[src/rtl/adder_pkg.sv]
// -----------------------------------------------------------------------------
// adder_pkg
// Shared types and default sizing for the EX-stage add/sub unit. The ALU and
// the flags register use the same definitions.
//   ADDER_WIDTH   default operand/result width
//   ADDER_STAGES  default pipeline depth (number of carry chunks)
//   adder_flags_t ARM-style NZCV flag bundle
// -----------------------------------------------------------------------------
package adder_pkg;

    localparam int ADDER_WIDTH  = 64;
    localparam int ADDER_STAGES = 4;

    typedef struct packed {
        logic n;
        logic z;
        logic c;
        logic v;
    } adder_flags_t;

endpackage

[src/rtl/pipelined_adder_if.sv]
// -----------------------------------------------------------------------------
// pipelined_adder_if
// Operation/result handshake bundle for pipelined_adder.
//   in_valid/in_ready    operation handshake (a, b, sub)
//   out_valid/out_ready  result handshake (result, flag_n/z/c/v)
// modport master: the issuing side (drives operations, consumes results)
// modport slave : the adder itself
// -----------------------------------------------------------------------------
interface pipelined_adder_if
    import adder_pkg::*;
#(
    parameter int WIDTH = ADDER_WIDTH
) ();

    logic             in_valid;
    logic             in_ready;
    logic [WIDTH-1:0] a;
    logic [WIDTH-1:0] b;
    logic             sub;
    logic             out_valid;
    logic             out_ready;
    logic [WIDTH-1:0] result;
    logic             flag_n;
    logic             flag_z;
    logic             flag_c;
    logic             flag_v;

    modport master (
        output in_valid, a, b, sub, out_ready,
        input  in_ready, out_valid, result, flag_n, flag_z, flag_c, flag_v
    );

    modport slave (
        input  in_valid, a, b, sub, out_ready,
        output in_ready, out_valid, result, flag_n, flag_z, flag_c, flag_v
    );

endinterface

[src/rtl/adder_chunk.sv]
// -----------------------------------------------------------------------------
// adder_chunk
// Combinational CW-bit ripple-carry adder built from fullAdder cells.
//   i_a, i_b           chunk operands
//   i_cin              carry into bit 0
//   o_sum              CW-bit sum
//   o_cout             carry out of the chunk MSB
//   o_carry_into_msb   carry into the chunk MSB (for signed overflow)
// -----------------------------------------------------------------------------
module adder_chunk #(
    parameter int  CW    = 16,
    parameter real DELAY = 0.5
) (
    input  logic [CW-1:0] i_a,
    input  logic [CW-1:0] i_b,
    input  logic          i_cin,
    output logic [CW-1:0] o_sum,
    output logic          o_cout,
    output logic          o_carry_into_msb
);

    logic [CW:0] w_carry;

    assign w_carry[0] = i_cin;

    for (genvar i = 0; i < CW; i++) begin : g_fa
        fullAdder #(
            .DELAY (DELAY)
        ) u_fa (
            .i_a    (i_a[i]),
            .i_b    (i_b[i]),
            .i_cin  (w_carry[i]),
            .o_sum  (o_sum[i]),
            .o_cout (w_carry[i+1])
        );
    end

    assign o_cout           = w_carry[CW];
    assign o_carry_into_msb = w_carry[CW-1];

endmodule

[src/rtl/fullAdder.sv]
// -----------------------------------------------------------------------------
// fullAdder
// One-bit full adder primitive used to build the ripple chunks.
//   i_a, i_b  addend bits
//   i_cin     carry in
//   o_sum     sum bit
//   o_cout    carry out
// DELAY is the nominal gate delay in ns carried for timing annotation; the
// logic itself is delay-free.
// -----------------------------------------------------------------------------
module fullAdder #(
    parameter real DELAY = 0.5
) (
    input  logic i_a,
    input  logic i_b,
    input  logic i_cin,
    output logic o_sum,
    output logic o_cout
);

    if (DELAY < 0.0) begin : g_bad_delay
        $fatal(1, "fullAdder: DELAY must be non-negative");
    end

    assign o_sum  = i_a ^ i_b ^ i_cin;
    assign o_cout = (i_a & i_b) | (i_cin & (i_a ^ i_b));

endmodule

[src/rtl/pipelined_adder.sv]
// -----------------------------------------------------------------------------
// pipelined_adder
// Pipelined add/subtract unit for the EX stage. The operand is split into
// STAGES chunks of CW = WIDTH/STAGES bits; each pipeline stage ripples one
// chunk and registers its carry for the next stage. Produces NZCV flags.
//   clk      rising-edge clock
//   reset    synchronous, active-high; clears valids, result and flags
//   bus      pipelined_adder_if.slave:
//              in_valid/in_ready, a, b, sub       operation input
//              out_valid/out_ready, result, flag_n/z/c/v   result output
// Latency is STAGES cycles; one operation per cycle; a single global stall
// (advance) freezes every stage when the output is held.
// -----------------------------------------------------------------------------
module pipelined_adder
    import adder_pkg::*;
#(
    parameter int  WIDTH  = ADDER_WIDTH,
    parameter int  STAGES = ADDER_STAGES,
    parameter real DELAY  = 0.5
) (
    input  logic              clk,
    input  logic              reset,
    pipelined_adder_if.slave  bus
);

    localparam int CW   = WIDTH / STAGES;
    // Intermediate (non-output) stage count; kept at least 1 so the arrays
    // stay legal for the single-stage build.
    localparam int NMID = (STAGES > 1) ? STAGES - 1 : 1;

    if (STAGES < 1 || STAGES > WIDTH || (WIDTH % STAGES) != 0) begin : g_param_check
        $fatal(1, "pipelined_adder: WIDTH must be a positive multiple of STAGES");
    end

    // Result chunks are assembled by shifting: each stage drops the oldest
    // chunk position and inserts its new chunk at the top, so after STAGES
    // stages chunk 0 lands at bit 0.
    function automatic logic [WIDTH-1:0] place_chunk(
        input logic [WIDTH-1:0] prev,
        input logic [CW-1:0]    chunk
    );
        return (prev >> CW) | (WIDTH'(chunk) << (WIDTH - CW));
    endfunction

    logic             w_advance;
    logic [WIDTH-1:0] w_b_eff;

    // Per-stage chunk inputs/outputs
    logic [WIDTH-1:0] w_src_a    [STAGES];
    logic [WIDTH-1:0] w_src_b    [STAGES];
    logic [WIDTH-1:0] w_sum_prev [STAGES];
    logic             w_cin      [STAGES];
    logic [CW-1:0]    w_sum      [STAGES];
    logic             w_cout     [STAGES];
    logic             w_cmsb     [STAGES];

    logic [WIDTH-1:0] w_result;
    adder_flags_t     w_flags;

    // Stage registers: valids for every stage, data for the intermediate
    // stages, and the output register for the last stage.
    logic [STAGES-1:0] r_vld;
    logic [WIDTH-1:0]  r_opa  [NMID];
    logic [WIDTH-1:0]  r_opb  [NMID];
    logic [WIDTH-1:0]  r_part [NMID];
    logic              r_cy   [NMID];
    logic [WIDTH-1:0]  r_result;
    adder_flags_t      r_flags;

    assign w_advance = ~r_vld[STAGES-1] | bus.out_ready;
    assign w_b_eff   = bus.sub ? ~bus.b : bus.b;

    for (genvar k = 0; k < STAGES; k++) begin : g_stage
        if (k == 0) begin : g_first
            assign w_src_a[k]    = bus.a;
            assign w_src_b[k]    = w_b_eff;
            assign w_cin[k]      = bus.sub;
            assign w_sum_prev[k] = '0;
        end else begin : g_next
            // Operands were shifted down on entry, so this stage's chunk
            // is always the low CW bits.
            assign w_src_a[k]    = r_opa[k-1];
            assign w_src_b[k]    = r_opb[k-1];
            assign w_cin[k]      = r_cy[k-1];
            assign w_sum_prev[k] = r_part[k-1];
        end

        adder_chunk #(
            .CW    (CW),
            .DELAY (DELAY)
        ) u_chunk (
            .i_a              (w_src_a[k][CW-1:0]),
            .i_b              (w_src_b[k][CW-1:0]),
            .i_cin            (w_cin[k]),
            .o_sum            (w_sum[k]),
            .o_cout           (w_cout[k]),
            .o_carry_into_msb (w_cmsb[k])
        );
    end

    assign w_result  = place_chunk(w_sum_prev[STAGES-1], w_sum[STAGES-1]);
    assign w_flags.n = w_result[WIDTH-1];
    assign w_flags.z = (w_result == '0);
    assign w_flags.c = w_cout[STAGES-1];
    assign w_flags.v = w_cout[STAGES-1] ^ w_cmsb[STAGES-1];

    // Control and output stage: valids, result and flags
    always_ff @(posedge clk) begin
        if (reset) begin
            r_vld    <= '0;
            r_result <= '0;
            r_flags  <= '0;
        end else if (w_advance) begin
            r_vld[0] <= bus.in_valid;
            for (int k = 1; k < STAGES; k++) begin
                r_vld[k] <= r_vld[k-1];
            end
            r_result <= w_result;
            r_flags  <= w_flags;
        end
    end

    // Intermediate stage boundaries: remaining operands, partial result, carry
    always_ff @(posedge clk) begin
        if (w_advance) begin
            for (int k = 0; k < STAGES - 1; k++) begin
                r_opa[k]  <= w_src_a[k] >> CW;
                r_opb[k]  <= w_src_b[k] >> CW;
                r_part[k] <= place_chunk(w_sum_prev[k], w_sum[k]);
                r_cy[k]   <= w_cout[k];
            end
        end
    end

    assign bus.in_ready  = w_advance;
    assign bus.out_valid = r_vld[STAGES-1];
    assign bus.result    = r_result;
    assign bus.flag_n    = r_flags.n;
    assign bus.flag_z    = r_flags.z;
    assign bus.flag_c    = r_flags.c;
    assign bus.flag_v    = r_flags.v;

endmodule

[src/flat_wrapper.sv]
// flat-port wrapper written by rule: the top's interface ports become plain ports
module pipelined_adder_flat import adder_pkg::*;
#(
    parameter int  WIDTH  = ADDER_WIDTH,
    parameter int  STAGES = ADDER_STAGES,
    parameter real DELAY  = 0.5
)
  (clk, reset, bus_in_valid, bus_a, bus_b, bus_sub, bus_out_ready, bus_in_ready, bus_out_valid, bus_result, bus_flag_n, bus_flag_z, bus_flag_c, bus_flag_v);
  pipelined_adder_if #(.WIDTH(WIDTH)) bus_i ();
  input  logic clk;
  input  logic reset;
  input wire logic [$bits(bus_i.in_valid)-1:0] bus_in_valid;
  input wire logic [$bits(bus_i.a)-1:0] bus_a;
  input wire logic [$bits(bus_i.b)-1:0] bus_b;
  input wire logic [$bits(bus_i.sub)-1:0] bus_sub;
  input wire logic [$bits(bus_i.out_ready)-1:0] bus_out_ready;
  output wire logic [$bits(bus_i.in_ready)-1:0] bus_in_ready;
  output wire logic [$bits(bus_i.out_valid)-1:0] bus_out_valid;
  output wire logic [$bits(bus_i.result)-1:0] bus_result;
  output wire logic [$bits(bus_i.flag_n)-1:0] bus_flag_n;
  output wire logic [$bits(bus_i.flag_z)-1:0] bus_flag_z;
  output wire logic [$bits(bus_i.flag_c)-1:0] bus_flag_c;
  output wire logic [$bits(bus_i.flag_v)-1:0] bus_flag_v;
  assign bus_i.in_valid = bus_in_valid;
  assign bus_i.a = bus_a;
  assign bus_i.b = bus_b;
  assign bus_i.sub = bus_sub;
  assign bus_i.out_ready = bus_out_ready;
  assign bus_in_ready = bus_i.in_ready;
  assign bus_out_valid = bus_i.out_valid;
  assign bus_result = bus_i.result;
  assign bus_flag_n = bus_i.flag_n;
  assign bus_flag_z = bus_i.flag_z;
  assign bus_flag_c = bus_i.flag_c;
  assign bus_flag_v = bus_i.flag_v;
  pipelined_adder #(.WIDTH(WIDTH), .STAGES(STAGES), .DELAY(DELAY)) u_core (.clk(clk), .reset(reset), .bus(bus_i));
endmodule
[config.mk]
export PLATFORM = sky130hd
export DESIGN_NAME = pipelined_adder_flat
export DESIGN_NICKNAME = d
export VERILOG_FILES = /design/src/rtl/adder_pkg.sv /design/src/rtl/pipelined_adder_if.sv /design/src/rtl/adder_chunk.sv /design/src/rtl/fullAdder.sv /design/src/rtl/pipelined_adder.sv /design/src/flat_wrapper.sv
export SDC_FILE = /design/constraint.sdc
export NUM_CORES = 1
export LEC_CHECK = 0
export ABC_AREA = 1
export CAP_MARGIN = 15
export CORE_MARGIN = 2
export CORE_UTILIZATION = 38
export DETAILED_ROUTE_END_ITERATION = 8
export HOLD_SLACK_MARGIN = 0.03
export PLACE_DENSITY = 0.55
export SLEW_MARGIN = 20
export SYNTH_ARGS = -nofsm -noshare
export SYNTH_HDL_FRONTEND = slang
export SYNTH_SLANG_ARGS = --single-unit
[constraint.sdc]
create_clock -name clk -period 25.8 [get_ports clk]
set_input_delay 5.16 -clock clk [delete_from_list [all_inputs] [get_ports clk]]
set_output_delay 5.16 -clock clk [all_outputs]
set_load 0.01 [all_outputs]
==> results of run 1 <==
==> cell families (layout without fill, tap and decap cells) <==
| kind of cell | after synthesis | count (layout) |
|---|---|---|
| adder cells (fa/ha/maj) | 63 | 63 |
| flip-flops | 362 | 362 |
| other | 0 | 1 |
| multiplexers | 1 | 1 |
| AND/OR/NAND/NOR | 181 | 181 |
| XOR/XNOR | 65 | 65 |
| buffers and inverters | 91 | 342 |
| AO/OA/AOI/OAI | 79 | 79 |
==> worst max-delay path, cell delays in order <==
cell	delay (ps)
clkdlybuf4s50_1	470
inv_2	60
nand2_8	410
clkdlybuf4s50_1	650
==> state kept, by name, summed over array words and instances, names as in the netlist <==
name	flops
u_core.bus.flag_c	1
u_core.bus.flag_v	1
u_core.bus.flag_z	1
u_core.bus.result	64
u_core.r_cy	3
u_core.r_opa	96
u_core.r_opb	96
u_core.r_part	96
u_core.r_vld	4
==> metal layers <==
layer	up-vias	GRT usage, %	share of wire (%)
met5	-	0	0.068
met4	2	4.70	2.9
met3	47	3.15	5.1
met2	138	22.1	50
met1	3224	16.0	42
li1	3307	-	-
==> cell type report <==
class | instances | area [sq um]
Antenna cell | 1 | 2.50
Clock buffer | 55 | 1110
Clock inverter | 18 | 171
Fill cell | 3082 | 18000
Inverter | 62 | 234
Multi-Input combinational cell | 389 | 2940
Sequential cell | 362 | 10200
Tap cell | 461 | 577
Timing Repair Buffer | 207 | 2090
==> Yosys cell counts, drive strengths merged <==
library cell	count	area, sq um
nand2	18	75.1
a21oi	10	50.1
edfxtp	291	8740
clkbuf	10	37.5
buf	19	164
xnor2	14	123
nor2	158	593
nand4	2	12.5
nor3	1	5.00
inv	62	233
o21ai	69	345
mux2	1	11.3
fa	63	1260
nand3	2	10.0
xor2	51	447
dfxtp	71	1420
==> metrics by stage <==
stage          power, mW  cells
6_report            1.51   1555
5_1_grt             1.60   1555
4_1_cts             1.54   1553
3_5_place_dp       0.987   1480
3_3_place_gp       0.983   1480
2_1_floorplan      0.883    842
==> where the power goes <==
| part | switching, mW | leakage, nW | internal, mW | total, mW |
|---|---|---|---|---|
| Sequential | 0.0389 | 3.66 | 0.747 | 0.786 |
| Clock | 0.214 | 0.622 | 0.331 | 0.546 |
| Combinational | 0.0858 | 2.25 | 0.0978 | 0.184 |
| Total | 0.339 | 6.54 | 1.18 | 1.51 |
==> worst paths after layout <==
path | start | to | slack (ps) | cells after the start
worst max-delay path | bus_out_ready | bus_in_ready | 13860 | 4
worst min-delay path | u_core.r_part[0][125]$_DFFE_PP_ | u_core.r_part[0][173]$_DFFE_PP_ | 410 | 0
worst max register to register | u_core.r_cy[0][2]$_DFFE_PP_ | u_core.bus.flag_z$_SDFFE_PP0P_ | 17080 | 25
worst min register to register | u_core.r_part[0][125]$_DFFE_PP_ | u_core.r_part[0][173]$_DFFE_PP_ | 410 | 0
==> metrics.yaml, run 1 <==
status: "finished clean"
vias: 6718
cp-end-kind: "output pin"
clk_pin_slew_ps: 50
cap_violations: 0
critical_path_class: "input pin to output pin"
synth.distinct_cells: 21
fin_skew_ps: 19.1
die-height_microns: 193
grt_overflow: 0
layout-drive-gt1-share_pct: 6.22
rsz0062_at_grt: "false"
grt_max_degree: 218
fin_ws_ps: 13860
area_growth_pct: 27.8
powerDensity_nw_per_um2: 87.6
path_max_fanout: 88
port_buffers: 202
synth_top_family_by_area: "adder cells"
numCtsBuffers: 41
final_cell_mix: "edfxtp_1, clkdlybuf4s50_1, nor2_1"
syn_avg_cell_area_sq_um: 16.1
wire_per_inst_microns: 15.1
grt_pass1_wl_mm: 36.7
first_iter_violations: 374
final.period_utilization_pct: 46.3
dp_slack_ps: 13820
synth-seq-cells: 362
drt-total-wl_mm: 23.6
synthCells: 842
synthMuxAreaShare_pct: 0.0832
yosysSeqAreaShare_pct: 75.1
place_hpwl_mm: 15.2
drc: 0
cts_root_buf: "clkbuf_16"
p_leak_nw: 6.54
cp_data_required_time_ps: 20640
slew_headroom_pct: 29.3
start_util_pct: 38.3
core-area_sq_um: 35300
tns_ps: 0
antenna_found_initial: 2
yosys.area_share.xor_xnor_pct: 4.21
max_freq_ghz: 0.0837
synth_simple_gate_area_share_pct: 5.14
finalMaxSlewViolations: 0
synth_compound_area_share_pct: 2.92
ctsHoldBuffers: 0
track_usage_pct: 12.9
ys_warn_count: 0
setup_viol: 0
finalInstanceArea_sq_um: 17300
htreeDepth: 2
die_x_microns: 193
syn_area_sq_um: 13500
synthAdderAreaFrac_pct: 9.32
ir_drop_mv: 0.0477
clk_latency_ps: 510
postCtsSetupBuffers: 0
io_pins: 203
max-clock-path-buffers: 3
final-hold-violation-count: 0
fin_nets: 1259
cts_sinks: 362
first_global_vias: 6957
dieArea_sq_um: 37100
placed_cell_area_sq_um: 16000
finalCriticalPeriod_ps: 11940
tightest_slew_ps: 1060
drt-vias-per-instance: 4.32
tritoncts: "yes"
ant_nets: 0
startpoint_type: "input pin"
finalWeightedCongestion: 0.750
hp-class: "flop to flop"
crit_arrival_ps: 6780
layout_commonest_cell: "edfxtp_1"
holdWs_ps: 411
cts.repair.resized: 0
utilization_pct: 48.9
synth_nets: 1038
drt_pre_antenna_iters: 4
num_rows: 69
Power figures use the tool's default switching activity.
==> run 2: changes to the inputs <==
- clock period: 25.8 -> 12.3 ns (I/O delays scaled with it)
==> run 2 against run 1 <==
Against the previous run: via count up 0.42%; cell count did not move; worst setup slack got worse by 11000 ps; global-route usage increased by 0.19 points; largest cell class unchanged; clock power rose by 120%; critical path type is now input pin to flop; flip-flop and latch count stayed put; highest routed layer unchanged; clock skew is 4.4 ps lower; critical endpoint is now u_core.r_part[0][63]$_DFFE_PP_.
==> metrics.yaml, run 2 (same netlist as run 1, synthesis figures left out) <==
drt-total-wl_mm: 23.8  # +1.0%
final_cell_mix: "edfxtp_1, clkdlybuf4s50_1, nor2_1"
drc: 0  # unchanged
drt-vias-per-instance: 4.34  # +0.42%
p_comb_share_pct: 11.9  # -0.2 points
cp_slowest_cell: "buf_4"
power_switching_mw: 0.722  # +110%
fin_nets: 1258  # -0.079%
utilization_pct: 49.0  # +0.064 points
finalCriticalPeriod_ps: 9140
grt_max_degree: 120  # -45%
p_seq_share_pct: 51.1  # -0.8 points
vias: 6746  # +0.42%
antenna_found_initial: 3  # +1
clk_pin_slew_ps: 60  # about the same
swShare_pct: 22.4  # about the same
cpMostUsedCell: "fa_1"
max_freq_ghz: 0.109
grt_overflow: 0  # unchanged
final_cells: 1555  # unchanged
fin_skew_ps: 14.7  # -4.39 ps
slew_headroom_pct: 29.8  # +0.53 points
area_growth_pct: 27.9
cp-end-kind: "flop"
p_leak_nw: 6.55  # +0.17%
tightest_slew_ps: 1050  # -8.02 ps
core-area_sq_um: 35300  # unchanged
tritoncts: "yes"
cts.repair.resized: 0  # unchanged
place_hpwl_mm: 15.7  # +3.3%
worst-path-buf-inv: 3  # unchanged
finalWeightedCongestion: 0.744  # -0.83%
drt_pre_antenna_iters: 5  # +1
cap_violations: 0  # unchanged
cts_root_buf: "clkbuf_16"
track_usage_pct: 13.1  # +0.19 points
p_clk_share_pct: 37.1  # +1.1 points
crit_arrival_ps: 9400  # +2620 ps
setup_viol: 0  # unchanged
first_global_vias: 6903  # -0.78%
critical_path_class: "input pin to flop"
first_iter_violations: 342  # -8.6%
tns_ps: 0  # unchanged
wire_per_inst_microns: 15.3  # +1.0%
numCtsBuffers: 40  # -2.4%
start_util_pct: 38.3  # unchanged
ir_drop_mv: 0.109  # +130%
die_x_microns: 193  # unchanged
postCtsSetupBuffers: 0  # unchanged
max-clock-path-buffers: 3  # unchanged
cp_data_required_time_ps: 12560  # -8080 ps
ant_nets: 0  # unchanged
path_max_fanout: 33  # -63%
layout_commonest_cell: "edfxtp_1"
htreeDepth: 2  # unchanged
fin_ws_ps: 3160  # -10700 ps
layout-drive-gt1-share_pct: 6.22  # unchanged
hp-class: "flop to flop"
status: "finished clean"
cts_sinks: 362  # unchanged
fillers: 3066  # -0.52%
port_buffers: 202  # unchanged
clk_latency_ps: 530  # +20 ps
largestRegisters: "u_core.r_opa: 96 flops, u_core.r_opb: 96 flops, u_core.r_part: 96 flops"
dp_slack_ps: 2600  # -11220 ps
dieArea_sq_um: 37100  # unchanged
rsz0062_at_grt: "false"
final-hold-violation-count: 0  # unchanged
grt_pass1_wl_mm: 37.0  # +0.70%
critical-path-max-stage-delay_ps: 580  # -70 ps
critical_path.cell_chain: "buf_4 > buf_4 > xnor2_1 > fa_1 > fa_1 > fa_1 > fa_1 > fa_1 > fa_1 > fa_1 > fa_1 > fa_1 > fa_1 > fa_1 > fa_1 > fa_1 > inv_1 > fa_1"
final.period_utilization_pct: 74.3
io_pins: 203  # unchanged
startpoint_type: "input pin"
intPower_mw: 2.51  # +110%
ctsHoldBuffers: 0  # unchanged
num_rows: 69  # unchanged
finalMaxSlewViolations: 0  # unchanged
die-height_microns: 193  # unchanged
powerDensity_nw_per_um2: 187  # +110%
place_inst: 1481  # +0.068%
cp_top_family: "adder cells"
run 2: cell types whose count changed in the layout (fill, tap and decap cells not counted), sizes merged:
cell and change:
bufinv +2, clkinv -2, inv +2, clkbuf -1, clkinvlp -1
run 2: worst reg2reg max path: cells and delay by family (launching register included):
kind	cells	cell delay [ps]
compound gates	1	120
fa+ha+maj	16	7270
buf+inv	2	140
flops	1	400
simple gates	6	530
run 2: metal layers:
layer  share of wire (%)  global-route usage (%)  routed length [microns]  vias to the layer above
met5                0.11                       0                       27                        -
met2                  49                    21.5                    11700                      152
li1                    -                       -                        -                     3312
met3                 6.0                    3.36                     1430                       52
met4                 2.8                    5.37                      675                        4
met1                  42                    16.6                     9970                     3226
run 2: power groups by stage:
stage               clock network, mW  logic (mW)  registers (mW)
floorplan                           0       0.179            1.67
global placement                    0       0.391            1.67
detailed placement                  0       0.394            1.67
CTS                              1.24       0.395            1.65
global route                     1.28       0.436            1.67
finish                           1.20       0.383            1.65
run 2: cell type report:
type                            count  area [sq um]  area share [%]
Clock inverter                     19           226            1.31
Inverter                           62           234            1.35
Tap cell                          461           577            3.33
Multi-Input combinational cell    389          2940            17.0
Clock buffer                       54          1100            6.38
Timing Repair Buffer              207          2060            11.9
Antenna cell                        1          2.50          0.0145
Sequential cell                   362         10200            58.7
run 2: final timing paths:
| check | start | to | slack (ps) | cells after the start |
|---|---|---|---|---|
| setup / recovery | bus_sub | u_core.r_part[0][63]$_DFFE_PP_ | 3160 | 18 |
| hold / removal | u_core.r_part[0][107]$_DFFE_PP_ | u_core.r_part[0][155]$_DFFE_PP_ | 410 | 0 |
| hold reg to reg | u_core.r_part[0][107]$_DFFE_PP_ | u_core.r_part[0][155]$_DFFE_PP_ | 410 | 0 |
| setup reg to reg | u_core.r_cy[0][2]$_DFFE_PP_ | u_core.bus.flag_z$_SDFFE_PP0P_ | 3790 | 25 |
run 2: stage by stage:
step | total power, mW | area (sq um) | hold WS (ps)
2_1_floorplan | 1.85 | 13500 | 400
3_3_place_gp | 2.06 | 16000 | 401
3_5_place_dp | 2.07 | 16000 | 405
4_1_cts | 3.28 | 17300 | 414
5_1_grt | 3.39 | 17300 | 412
6_report | 3.23 | 17300 | 412
==> run 3: changes to the inputs <==
- clock period: 12.3 -> 8.7 ns (I/O delays scaled with it)
==> run 3 against run 2 <==
Against the previous run: flip-flop and latch count unchanged; clock power is 35% higher; die area stayed put; critical path depth is 7 higher; wire length is 0.56% higher; cell count fell by 0.19%; first-iteration DRC count down 7.3%; worst setup slack got worse by 2800 ps; global-route usage is 0.14 points higher; clock skew decreased by 0.51 ps; combinational power is 43% higher; hold slack worse by 8.8 ps.
==> metrics.yaml, run 3 (same netlist as run 1, synthesis figures left out) <==
core-area_sq_um: 35300  # unchanged
cp_data_required_time_ps: 9150  # -3410 ps
cpMostUsedCell: "fa_1"
tritoncts: "yes"
final_cell_mix: "edfxtp_1, clkdlybuf4s50_1, nor2_1"
die-height_microns: 193  # unchanged
antenna_found_initial: 3  # unchanged
track_usage_pct: 13.3  # +0.14 points
clk_latency_ps: 520  # about the same
powerDensity_nw_per_um2: 260  # +40%
grt_pass1_wl_mm: 37.5  # +1.3%
min_from: "u_core.r_opa[0][76]$_DFFE_PP_"
place_hpwl_mm: 15.9  # +1.0%
drt-vias-per-instance: 4.31  # -0.76%
cap_violations: 0  # unchanged
crit_arrival_ps: 8750  # -650 ps
utilization_pct: 48.9  # -0.13 points
critical-path-max-stage-delay_ps: 510  # -70 ps
num_rows: 69  # unchanged
dieArea_sq_um: 37100  # unchanged
ant_nets: 0  # unchanged
htreeDepth: 2  # unchanged
p_leak_nw: 6.52  # -0.38%
fin_nets: 1258  # unchanged
drc: 0  # unchanged
fin_ws_ps: 404  # -2760 ps
finalInstanceArea_sq_um: 17300  # -0.27%
layout_commonest_cell: "edfxtp_1"
max-clock-path-buffers: 3  # unchanged
dp_slack_ps: 181  # -2420 ps
tightest_slew_ps: 1060  # +7.92 ps
finalMaxSlewViolations: 0  # unchanged
finalPower_mw: 4.50  # +39%
slew_headroom_pct: 29.3  # -0.53 points
first_global_vias: 7017  # +1.7%
hp-class: "flop to flop"
r2r_slack_ps: 400  # -3390 ps
final-hold-violation-count: 0  # unchanged
grt_overflow: 0  # unchanged
drt_pre_antenna_iters: 6  # +1
rsz0062_at_grt: "false"
startpoint_type: "flop"
numCtsBuffers: 40  # unchanged
r2r_cells: 25  # unchanged
cts_sinks: 362  # unchanged
area_growth_pct: 27.6
postCtsSetupBuffers: 0  # unchanged
grt_max_degree: 201  # +68%
r2r-start: "u_core.r_cy[0][2]$_DFFE_PP_"
die_x_microns: 193  # unchanged
cp-end-kind: "flop"
first_iter_violations: 317  # -7.3%
whs_endpoint: "u_core.r_opa[0][108]$_DFFE_PP_"
tns_ps: 0  # unchanged
cp_slowest_cell: "fa_1"
path_max_fanout: 2  # -94%
port_buffers: 202  # unchanged
vias: 6682  # -0.95%
placed_cell_area_sq_um: 16000  # about the same
fin_skew_ps: 14.2  # -0.512 ps
setup_viol: 0  # unchanged
finalWeightedCongestion: 0.767  # +3.1%
final.period_utilization_pct: 95.4
final_cells: 1552  # -0.19%
largestRegisters: "u_core.r_opa: 96 flops, u_core.r_opb: 96 flops, u_core.r_part: 96 flops"
cts_root_buf: "clkbuf_16"
drt-total-wl_mm: 23.9  # +0.56%
holdPathStages: 0  # unchanged
io_pins: 203  # unchanged
r2r_end: "u_core.bus.flag_z$_SDFFE_PP0P_"
status: "finished clean"
start_util_pct: 38.3  # unchanged
ir_drop_mv: 0.140  # +28%
max_freq_ghz: 0.121
finalCriticalPeriod_ps: 8300
fillers: 3091  # +0.82%
layout-drive-gt1-share_pct: 6.06  # -0.17 points
clk_pin_slew_ps: 60  # about the same
place_inst: 1481  # unchanged
wire_per_inst_microns: 15.4  # +0.76%
critical_path_class: "flop to flop"
holdWs_ps: 403  # -8.79 ps
-- run 3: cell count changes in the layout (fill, tap and decap cells not counted), moves of 2 or more --
cell and change:
bufinv_16 -3, clkbuf_8 -2, clkbuf_1 +2, clkbuf_16 +3, fa_2 +2, fa_1 -2, inv_6 -3
-- run 3: how the worst max path moves through the flow --
| stage | start | cells past startpoint | endpoint |
|---|---|---|---|
| floorplan | bus_sub | 20 | u_core.r_part[0][63]$_DFFE_PP_ |
| global placement | bus_b[1] | 19 | u_core.r_part[0][63]$_DFFE_PP_ |
| detailed placement | u_core.r_cy[0][2]$_DFFE_PP_ | 25 | u_core.bus.flag_z$_SDFFE_PP0P_ |
| CTS | u_core.r_cy[0][2]$_DFFE_PP_ | 25 | u_core.bus.flag_z$_SDFFE_PP0P_ |
| global route | u_core.r_cy[0][2]$_DFFE_PP_ | 25 | u_core.bus.flag_z$_SDFFE_PP0P_ |
| finish | u_core.r_cy[0][2]$_DFFE_PP_ | 25 | u_core.bus.flag_z$_SDFFE_PP0P_ |
-- run 3: what timing repair did --
| action | in CTS | in global routing |
|---|---|---|
| hold endpoints to repair | 0 | 0 |
| resized for setup | 0 | 2 |
| setup endpoints to repair | 0 | 1 |
| hold buffers | 0 | 0 |
-- run 3: worst max-delay path: cells and delay by family (launching register included) --
kind / cells / cell delay, ps
adder cells (fa/ha/maj): 16 / 7060
AND/OR/NAND/NOR: 6 / 500
flip-flops: 1 / 400
buffers and inverters: 2 / 140
AO/OA/AOI/OAI: 1 / 120
-- run 3: area by class of cell --
type	instances	area, sq um	share of cell area, %
diodes	1	2.50	0.0145
clock buffers	57	1160	6.72
clock inverters	13	111	0.645
inverters	62	234	1.36
multi-input cells	389	2950	17.1
flip-flops and latches	362	10200	58.9
well taps	461	577	3.34
repair buffers	207	2070	12.0
-- run 3: layer usage --
metal  vias up  track usage [%]  share of wire [%]
met5         -                0               0.11
li1       3303                -                  -
met2       134             22.2                 49
met3        56             3.24                5.2
met4         4             5.14                2.9
met1      3185             16.6                 43
-- run 3: report_power, final --
part	switching [mW]	internal (mW)	leakage [nW]
Clock	0.634	0.984	0.619
Combinational	0.257	0.291	2.24
Sequential	0.115	2.21	3.66
Total	1.01	3.49	6.52
